**src/rtl/adc_cbuf_pkg.sv**
```systemverilog
// rtl/adc_cbuf_pkg.sv - shared defaults and state encoding for the ADC circular-buffer trigger capture
package adc_cbuf_pkg;

    localparam int ADDR_W_DEF   = 12;
    localparam int PRE_TRIG_DEF = 256;
    localparam int WIN_LEN_DEF  = 1024;
    localparam int FIFO_AW_DEF  = 4;

    // One-hot: bit 0 IDLE, bit 1 PRIME, bit 2 ARMED, bit 3 HOLDOFF
    typedef enum logic [3:0] {
        ST_IDLE    = 4'b0001,
        ST_PRIME   = 4'b0010,
        ST_ARMED   = 4'b0100,
        ST_HOLDOFF = 4'b1000
    } cap_state_t;

endpackage

```
**src/rtl/trig_addr_fifo.sv**
```systemverilog
// rtl/trig_addr_fifo.sv - synchronous first-word-fall-through FIFO holding buffer start addresses
module trig_addr_fifo #(
    parameter int WIDTH = 12,
    parameter int AW    = 4
) (
    input  logic             clk,
    input  logic             reset,
    input  logic             wr_en,
    input  logic [WIDTH-1:0] din,
    input  logic             rd_en,
    output logic [WIDTH-1:0] dout,
    output logic             empty,
    output logic [AW:0]      count
);

    localparam int DEPTH_I = 1 << AW;
    localparam logic [AW:0] DEPTH = (AW + 1)'(DEPTH_I);

    logic [WIDTH-1:0] mem [DEPTH_I];
    logic [AW-1:0]    wr_ptr;
    logic [AW-1:0]    rd_ptr;
    logic             full;
    logic             do_wr;
    logic             do_rd;

    assign full  = (count == DEPTH);
    assign empty = (count == '0);
    assign do_wr = wr_en & ~full;
    assign do_rd = rd_en & ~empty;
    // Storage is not reset, so the head is masked to keep dout at 0 while empty.
    assign dout  = empty ? '0 : mem[rd_ptr];

    always_ff @(posedge clk) begin
        if (reset) begin
            wr_ptr <= '0;
            rd_ptr <= '0;
            count  <= '0;
        end else begin
            if (do_wr) wr_ptr <= wr_ptr + 1'b1;
            if (do_rd) rd_ptr <= rd_ptr + 1'b1;
            case ({do_wr, do_rd})
                2'b10:   count <= count + 1'b1;
                2'b01:   count <= count - 1'b1;
                default: count <= count;
            endcase
        end
    end

    always_ff @(posedge clk) begin
        if (do_wr) mem[wr_ptr] <= din;
    end

endmodule

```
**src/rtl/adc_cbuf_trig_capture.sv**
```systemverilog
// rtl/adc_cbuf_trig_capture.sv - ADC-domain circular buffer writer, trigger address capture and read pointer
module adc_cbuf_trig_capture
    import adc_cbuf_pkg::*;
#(
    parameter int ADDR_W   = ADDR_W_DEF,
    parameter int PRE_TRIG = PRE_TRIG_DEF,
    parameter int WIN_LEN  = WIN_LEN_DEF,
    parameter int FIFO_AW  = FIFO_AW_DEF
) (
    input  logic              clk,
    input  logic              reset,
    input  logic              acq_armed,
    input  logic              acq_trig,
    input  logic [31:0]       adc_dat,
    output logic              cbuf_wr_en,
    output logic [ADDR_W-1:0] cbuf_wr_addr,
    output logic [31:0]       cbuf_wr_dat,
    input  logic              trig_addr_rd_en,
    output logic [ADDR_W-1:0] trig_addr_dout,
    output logic              trig_addr_empty,
    input  logic              init_circ_buf_rd_addr,
    input  logic              inc_circ_buf_rd_addr,
    output logic [ADDR_W-1:0] cbuf_rd_addr,
    output logic              trig_overflow,
    output logic [15:0]       trig_drop_cnt
);

    localparam int PRIME_W = ADDR_W + 1;
    localparam int HOLD_W  = (WIN_LEN > 1) ? $clog2(WIN_LEN) : 1;
    localparam logic [ADDR_W-1:0]  PRE_OFS    = ADDR_W'(PRE_TRIG);
    localparam logic [PRIME_W-1:0] PRIME_LEN  = PRIME_W'(PRE_TRIG);
    localparam logic [HOLD_W-1:0]  HOLD_LAST  = HOLD_W'(WIN_LEN - 1);
    localparam logic [FIFO_AW:0]   FIFO_DEPTH = (FIFO_AW + 1)'(1 << FIFO_AW);

    cap_state_t         state;
    cap_state_t         state_nxt;
    logic [ADDR_W-1:0]  wr_ptr;
    logic [PRIME_W-1:0] prime_cnt;
    logic [PRIME_W-1:0] prime_cnt_nxt;
    logic [PRIME_W-1:0] prime_inc;
    logic [HOLD_W-1:0]  hold_cnt;
    logic [HOLD_W-1:0]  hold_cnt_nxt;
    logic               acq_trig_d1;
    logic               trig_edge;
    logic               trig_push;
    logic               trig_drop;
    logic               push_q;
    logic [ADDR_W-1:0]  push_addr_q;
    logic [FIFO_AW:0]   fifo_count;
    logic               fifo_full;

    assign trig_edge = acq_trig & ~acq_trig_d1;
    assign prime_inc = prime_cnt + 1'b1;
    assign fifo_full = (fifo_count == FIFO_DEPTH);

    // wr_ptr is the address the current cycle's word will be written to.
    always_ff @(posedge clk) begin
        if (reset) begin
            wr_ptr       <= '0;
            cbuf_wr_en   <= 1'b0;
            cbuf_wr_addr <= '0;
            cbuf_wr_dat  <= '0;
            acq_trig_d1  <= 1'b0;
        end else begin
            cbuf_wr_en   <= acq_armed;
            cbuf_wr_addr <= wr_ptr;
            cbuf_wr_dat  <= adc_dat;
            acq_trig_d1  <= acq_trig;
            if (acq_armed) wr_ptr <= wr_ptr + 1'b1;
        end
    end

    always_comb begin
        state_nxt     = state;
        prime_cnt_nxt = prime_cnt;
        hold_cnt_nxt  = hold_cnt;
        trig_push     = 1'b0;
        trig_drop     = 1'b0;
        if (!acq_armed) begin
            state_nxt = ST_IDLE;
        end else begin
            unique case (state)
                ST_IDLE: begin
                    state_nxt     = ST_PRIME;
                    prime_cnt_nxt = '0;
                end
                ST_PRIME: begin
                    prime_cnt_nxt = prime_inc;
                    if (prime_inc >= PRIME_LEN) state_nxt = ST_ARMED;
                end
                ST_ARMED: begin
                    if (trig_edge) begin
                        if (fifo_full) begin
                            trig_drop = 1'b1;
                        end else begin
                            trig_push    = 1'b1;
                            hold_cnt_nxt = '0;
                            state_nxt    = ST_HOLDOFF;
                        end
                    end
                end
                ST_HOLDOFF: begin
                    if (hold_cnt == HOLD_LAST) state_nxt = ST_ARMED;
                    else hold_cnt_nxt = hold_cnt + 1'b1;
                end
                default: state_nxt = ST_IDLE;
            endcase
        end
    end

    always_ff @(posedge clk) begin
        if (reset) begin
            state         <= ST_IDLE;
            prime_cnt     <= '0;
            hold_cnt      <= '0;
            push_q        <= 1'b0;
            push_addr_q   <= '0;
            trig_overflow <= 1'b0;
            trig_drop_cnt <= '0;
        end else begin
            state       <= state_nxt;
            prime_cnt   <= prime_cnt_nxt;
            hold_cnt    <= hold_cnt_nxt;
            push_q      <= trig_push;
            // Modulo subtraction gives the wrapped buffer start address.
            push_addr_q <= wr_ptr - PRE_OFS;
            if (trig_drop) begin
                trig_overflow <= 1'b1;
                if (trig_drop_cnt != 16'hFFFF) trig_drop_cnt <= trig_drop_cnt + 16'd1;
            end
        end
    end

    always_ff @(posedge clk) begin
        if (reset) begin
            cbuf_rd_addr <= '0;
        end else if (init_circ_buf_rd_addr) begin
            cbuf_rd_addr <= trig_addr_dout;
        end else if (inc_circ_buf_rd_addr) begin
            cbuf_rd_addr <= cbuf_rd_addr + 1'b1;
        end
    end

    trig_addr_fifo #(
        .WIDTH (ADDR_W),
        .AW    (FIFO_AW)
    ) u_trig_addr_fifo (
        .clk   (clk),
        .reset (reset),
        .wr_en (push_q),
        .din   (push_addr_q),
        .rd_en (trig_addr_rd_en),
        .dout  (trig_addr_dout),
        .empty (trig_addr_empty),
        .count (fifo_count)
    );

endmodule
```
**config.mk**
```make
export PLATFORM = sky130hd
export DESIGN_NAME = adc_cbuf_trig_capture
export DESIGN_NICKNAME = d
export VERILOG_FILES = /design/src/rtl/adc_cbuf_pkg.sv /design/src/rtl/trig_addr_fifo.sv /design/src/rtl/adc_cbuf_trig_capture.sv
export SDC_FILE = /design/constraint.sdc
export NUM_CORES = 1
export LEC_CHECK = 0
export ABC_CLOCK_PERIOD_IN_PS = 7540
export BUFFER_PORTS_ARGS = -buffer_cell sky130_fd_sc_hd__buf_2
export CAP_MARGIN = 20
export CELL_PAD_IN_SITES_DETAIL_PLACEMENT = 0
export CELL_PAD_IN_SITES_GLOBAL_PLACEMENT = 2
export CORE_AREA = 4 4 163 284
export DETAILED_ROUTE_END_ITERATION = 10
export DIE_AREA = 0 0 167 288
export PLACE_DENSITY_LB_ADDON = 0.1
export SLEW_MARGIN = 5
export SYNTH_ARGS = -nofsm -noshare
export SYNTH_HDL_FRONTEND = slang
export SYNTH_SLANG_ARGS = --single-unit
```
**constraint.sdc**
```tcl
create_clock -name clk -period 7.54 [get_ports clk]
set_input_delay 1.508 -clock clk [delete_from_list [all_inputs] [get_ports clk]]
set_output_delay 1.508 -clock clk [all_outputs]
set_load 0.05 [all_outputs]
```
==> impl_summary.txt <==
----------------------------------------------------
[Floorplan]
  Number of core rows ... ~100
  Core footprint ... 44,000 µm²
  Effective utilization at floorplan ... 29.7%
  Die Footprint ... 48,100 µm²
  Die width ... between 150 and 200 µm
  I/O pin count ... roughly 130
  Height of the chip ... about 290 µm

[Yosys]
  Synthesized cell area ... approximately 13,000 µm²
  Mean Syn Cell Area ... 13.0 µm²
  Gate count after technology mapping ... about 1,000
  Synthesized net count ... between 1,000 and 1,500
  Most instantiated flip-flop cell in the synthesis netlist ... sky130_fd_sc_hd__edfxtp_1
  Post-synth EDFFs ... 192
  Asr flop ratio synth ... 0%
  Number of warnings printed during yosys synthesis ... 0
  Sequential cell area fraction in the yosys report ... 64.9%
  FF+latch count, synth ... 328
  Number of distinct library cells after synthesis ... 55

[Critical path]
  Largest stage delay, worst path ... 0.64 ns
  Data arrival time at the worst-slack endpoint ... 3.05 ns
  Path length in cells of the critical path ... 6
  Worst-path fanout max ... 48
  Crit end category ... primary output
  Endpoint of the worst setup timing path ... trig_addr_dout[4]
  Internal reg-to-reg setup slack ... between 4 and 5 ns
  FF-to-FF Start ... u_trig_addr_fifo.count[0]
  Kind of cell adding the most delay to the critical path ... simple AND/OR/NAND/NOR gates
  Capture point of the worst reg-to-reg path ... u_trig_addr_fifo.count[4]
  Crit path launch type ... register
  Critical-path cell list ... buf_4 -> nor2b_1 -> a22oi_1 -> and3_1 -> a311o_1 -> buf_2
  Worst path slowest cell ... sky130_fd_sc_hd__buf_4
  Required time at the worst-slack endpoint ... approximately 6.0 ns
  CP Class ... reg2out
  Number of cells traversed by the worst register-to-register path ... 10
  Count of buffer and inverter cells on the critical path ... 2

[STA]
  Achievable Freq ... ~220 MHz
  Ratio of final minimum period to clock period ... 60.5%
  Final max-slew violation count ... 0
  Slew at the pin closest to its max-slew limit ... 1.08 ns
  RSZ-0062 raised after global routing ... no
  Post-route setup slack ... 2.98 ns
  Setup total negative slack ... 0 ns
  Worst slew margin relative to its limit ... approximately 28%
  Final number of hold-violating endpoints ... 0
  Post-route clock skew ... 0.0145 ns
  Setup Viol. Count Final ... 0
  Final critical delay including setup and external delays ... 4.56 ns

[Cells and area]
  Layout Area Growth over Synthesis ... 17.8%
  Most frequent cells in the layout ... sky130_fd_sc_hd__edfxtp_1, sky130_fd_sc_hd__dfxtp_1, sky130_fd_sc_hd__buf_2
  Most common library cell in the layout ignoring fill and taps ... sky130_fd_sc_hd__edfxtp_1
  Count of filler cells inserted in the layout ... 4,363
  Total inserted antenna cells ... 0
  Layout cells sized above 1 ... 20.1%
  Non-filler cells in the finished layout ... approximately 1,700
  Final layout net count ... 1,184

[Route]
  Mean number of vias per cell ... between 4 and 5
  Residual DRC ... 0
  Post-DR wirelength/cell ... 19.9 µm
  Post-route ant nets ... 0
  Number of optimization iterations in the first detailed-route pass ... 6
  Final routed wirelength across all metal layers ... 34,300 µm
  Violation count after the first detailed-route iteration ... 251
  Number of vias in the routed layout ... 8,134

[Power and ir drop]
  VDD IR-drop max ... 0.124 mV
  Pwr Density ... 237 nW/µm²
  Reg power frac ... 52.4%
  Pleak ... 5.50 nW
  Internal power component ... 2.86 mW
  Sw Pwr ... ~0.80 mW
  Portion of total power attributed to the clock network ... between 40% and 50%
  Logic gate share of total power ... under 10%
  Net switching share of the total power ... between 20% and 30%

[Global routing]
  GR Overflow Total ... 0
  Global Route met1 Usage ... 15.0%
  Most Used Layer, Global Route ... met2
  Largest net degree at the start of global routing ... 69
  Global-route track usage on met2 ... 28.2%
  Global-route wire length before repair ... 52,200 µm
  Number of antenna violations at the first check in global routing ... 0
  Number of global-route vias before repair ... 8,390
  Global routing met3 resource utilization ... 2.05%
  GRT Util Overall ... 14.1%

[Clock network]
  Post-CTS clock slew at the launch and capture registers of the worst setup and hold paths ... 0.06 ns
  Maximum root-to-sink buffer count ... 3
  Count of cells resized by post-cts repair ... 0
  Clock latency reported for the late side of the worst-skew pair ... 0.52 ns
  Clock tree from TritonCTS ... done
  CTS hold repair buffers ... 0
  Number of sinks on the clock net ... 328
  Clock tree root buffer cell ... sky130_fd_sc_hd__clkbuf_16
  Number of buffers created by CTS ... 34
  H-tree levels ... 2
  Number of buffers inserted to repair setup after CTS ... 0

[Place]
  Worst slack, placed ... 3.43 ns
  Placed cell count ... 1,664
  Weighted congestion reported at the end of routability-driven placement ... ~0.75
  # port buffers ... between 100 and 150
  HPWL reported at the end of detailed placement ... roughly 24,000 µm

[Flow run]
  Max_cap viols ... 0

[Run status]
  Outcome ... finished clean

[Min path]
  Class of the tightest hold or removal check ... reg2reg

----------------------------------------------------
## per-layer routing
| metal | vias up | share of wire [%] |
|---|---|---|
| met3 | 48 | 3.6 |
| met1 | 3973 | 36 |
| met5 | - | 0 |
| met4 | 0 | 2.4 |
| li1 | 3952 | - |
| met2 | 161 | 58 |
## worst min-delay path, delay by kind of cell (launching register included)
family	cells	cell delay [ns]
flops	1	0.32
simple gates	2	0.11
## Yosys cell counts, drive strengths merged, types with 18 or more instances
cell type / count / share of area, %
a21oi: 42 / 1.6
a22oi: 31 / 1.8
buf: 25 / 1.1
clkbuf: 28 / 0.80
dfxtp: 136 / 21
edfxtp: 192 / 44
mux2i: 69 / 5.3
nand2: 34 / 0.98
nand3: 41 / 1.6
nand4: 23 / 1.1
nor2: 87 / 2.5
nor2b: 50 / 2.4
nor3: 18 / 0.69
o21ai: 26 / 0.99
xnor2: 25 / 1.7
xor2: 26 / 1.7
## registers in the layout (all words and copies together), names as in the netlist, named ones only
register                 cells
u_trig_addr_fifo.mem       192
cbuf_wr_dat                 32
trig_drop_cnt               16
prime_cnt                   13
cbuf_rd_addr                12
cbuf_wr_addr                12
wr_ptr                      12
hold_cnt                    10
u_trig_addr_fifo.count       5
push_addr_q                  4
state                        4
u_trig_addr_fifo.rd_ptr      4
u_trig_addr_fifo.wr_ptr      4
acq_trig_d1                  1
cbuf_wr_en                   1
push_q                       1
trig_overflow                1
## logic make-up after synthesis
group / share of synthesized area, %
flip-flops: 64.9
AND/OR/NAND/NOR: 12.3
AO/OA/AOI/OAI: 7.25
multiplexers: 8.20
buffers and inverters: 2.30
XOR/XNOR: 3.41
adder cells (fa/ha/maj): 1.68
## power by group through the flow
| stage | registers (mW) | logic, mW | clock network (mW) |
|---|---|---|---|
| after floorplan | 2.00 | 0.0386 | 0 |
| after global placement | 1.96 | 0.121 | 0 |
| after detailed placement | 1.96 | 0.121 | 0 |
| after CTS | 1.92 | 0.121 | 1.70 |
| after global routing | 1.92 | 0.128 | 1.76 |
| final | 1.92 | 0.117 | 1.62 |
## through the flow
| stage | cell area (µm²) | util, % | hold WS [ns] | total power [mW] |
|---|---|---|---|---|
| 2_1_floorplan | 13100 | - | 0.449 | 2.04 |
| 3_3_place_gp | 14300 | 32.6 | 0.452 | 2.08 |
| 3_5_place_dp | 14400 | 32.6 | 0.469 | 2.08 |
| 4_1_cts | 15400 | 35.0 | 0.480 | 3.74 |
| 5_1_grt | 15400 | 35.0 | 0.515 | 3.81 |
| 6_report | 15400 | 35.0 | 0.467 | 3.66 |
## how the worst min path moves through the flow
stage                   from               to  slack (ns)  depth (start not counted)
4_1_cts        trig_overflow    trig_overflow        0.48                          2
3_3_place_gp   trig_overflow    trig_overflow        0.45                          2
6_report       trig_overflow    trig_overflow        0.47                          2
5_1_grt            wr_ptr[7]        wr_ptr[7]        0.51                          2
3_5_place_dp   trig_overflow    trig_overflow        0.47                          2
2_1_floorplan      wr_ptr[7]  cbuf_wr_addr[7]        0.45                          2
## layout make-up
type | count | area [µm²] | share of cell area, %
clock inverter | 13 | 95.1 | 0.617
timing repair buffer | 140 | 741 | 4.81
tap | 572 | 716 | 4.64
multi-input combinational | 610 | 4350 | 28.3
clock buffer | 47 | 961 | 6.24
sequential | 328 | 8490 | 55.1
inverter | 14 | 52.6 | 0.341
No activity file was read; power rests on OpenSTA's default activity.
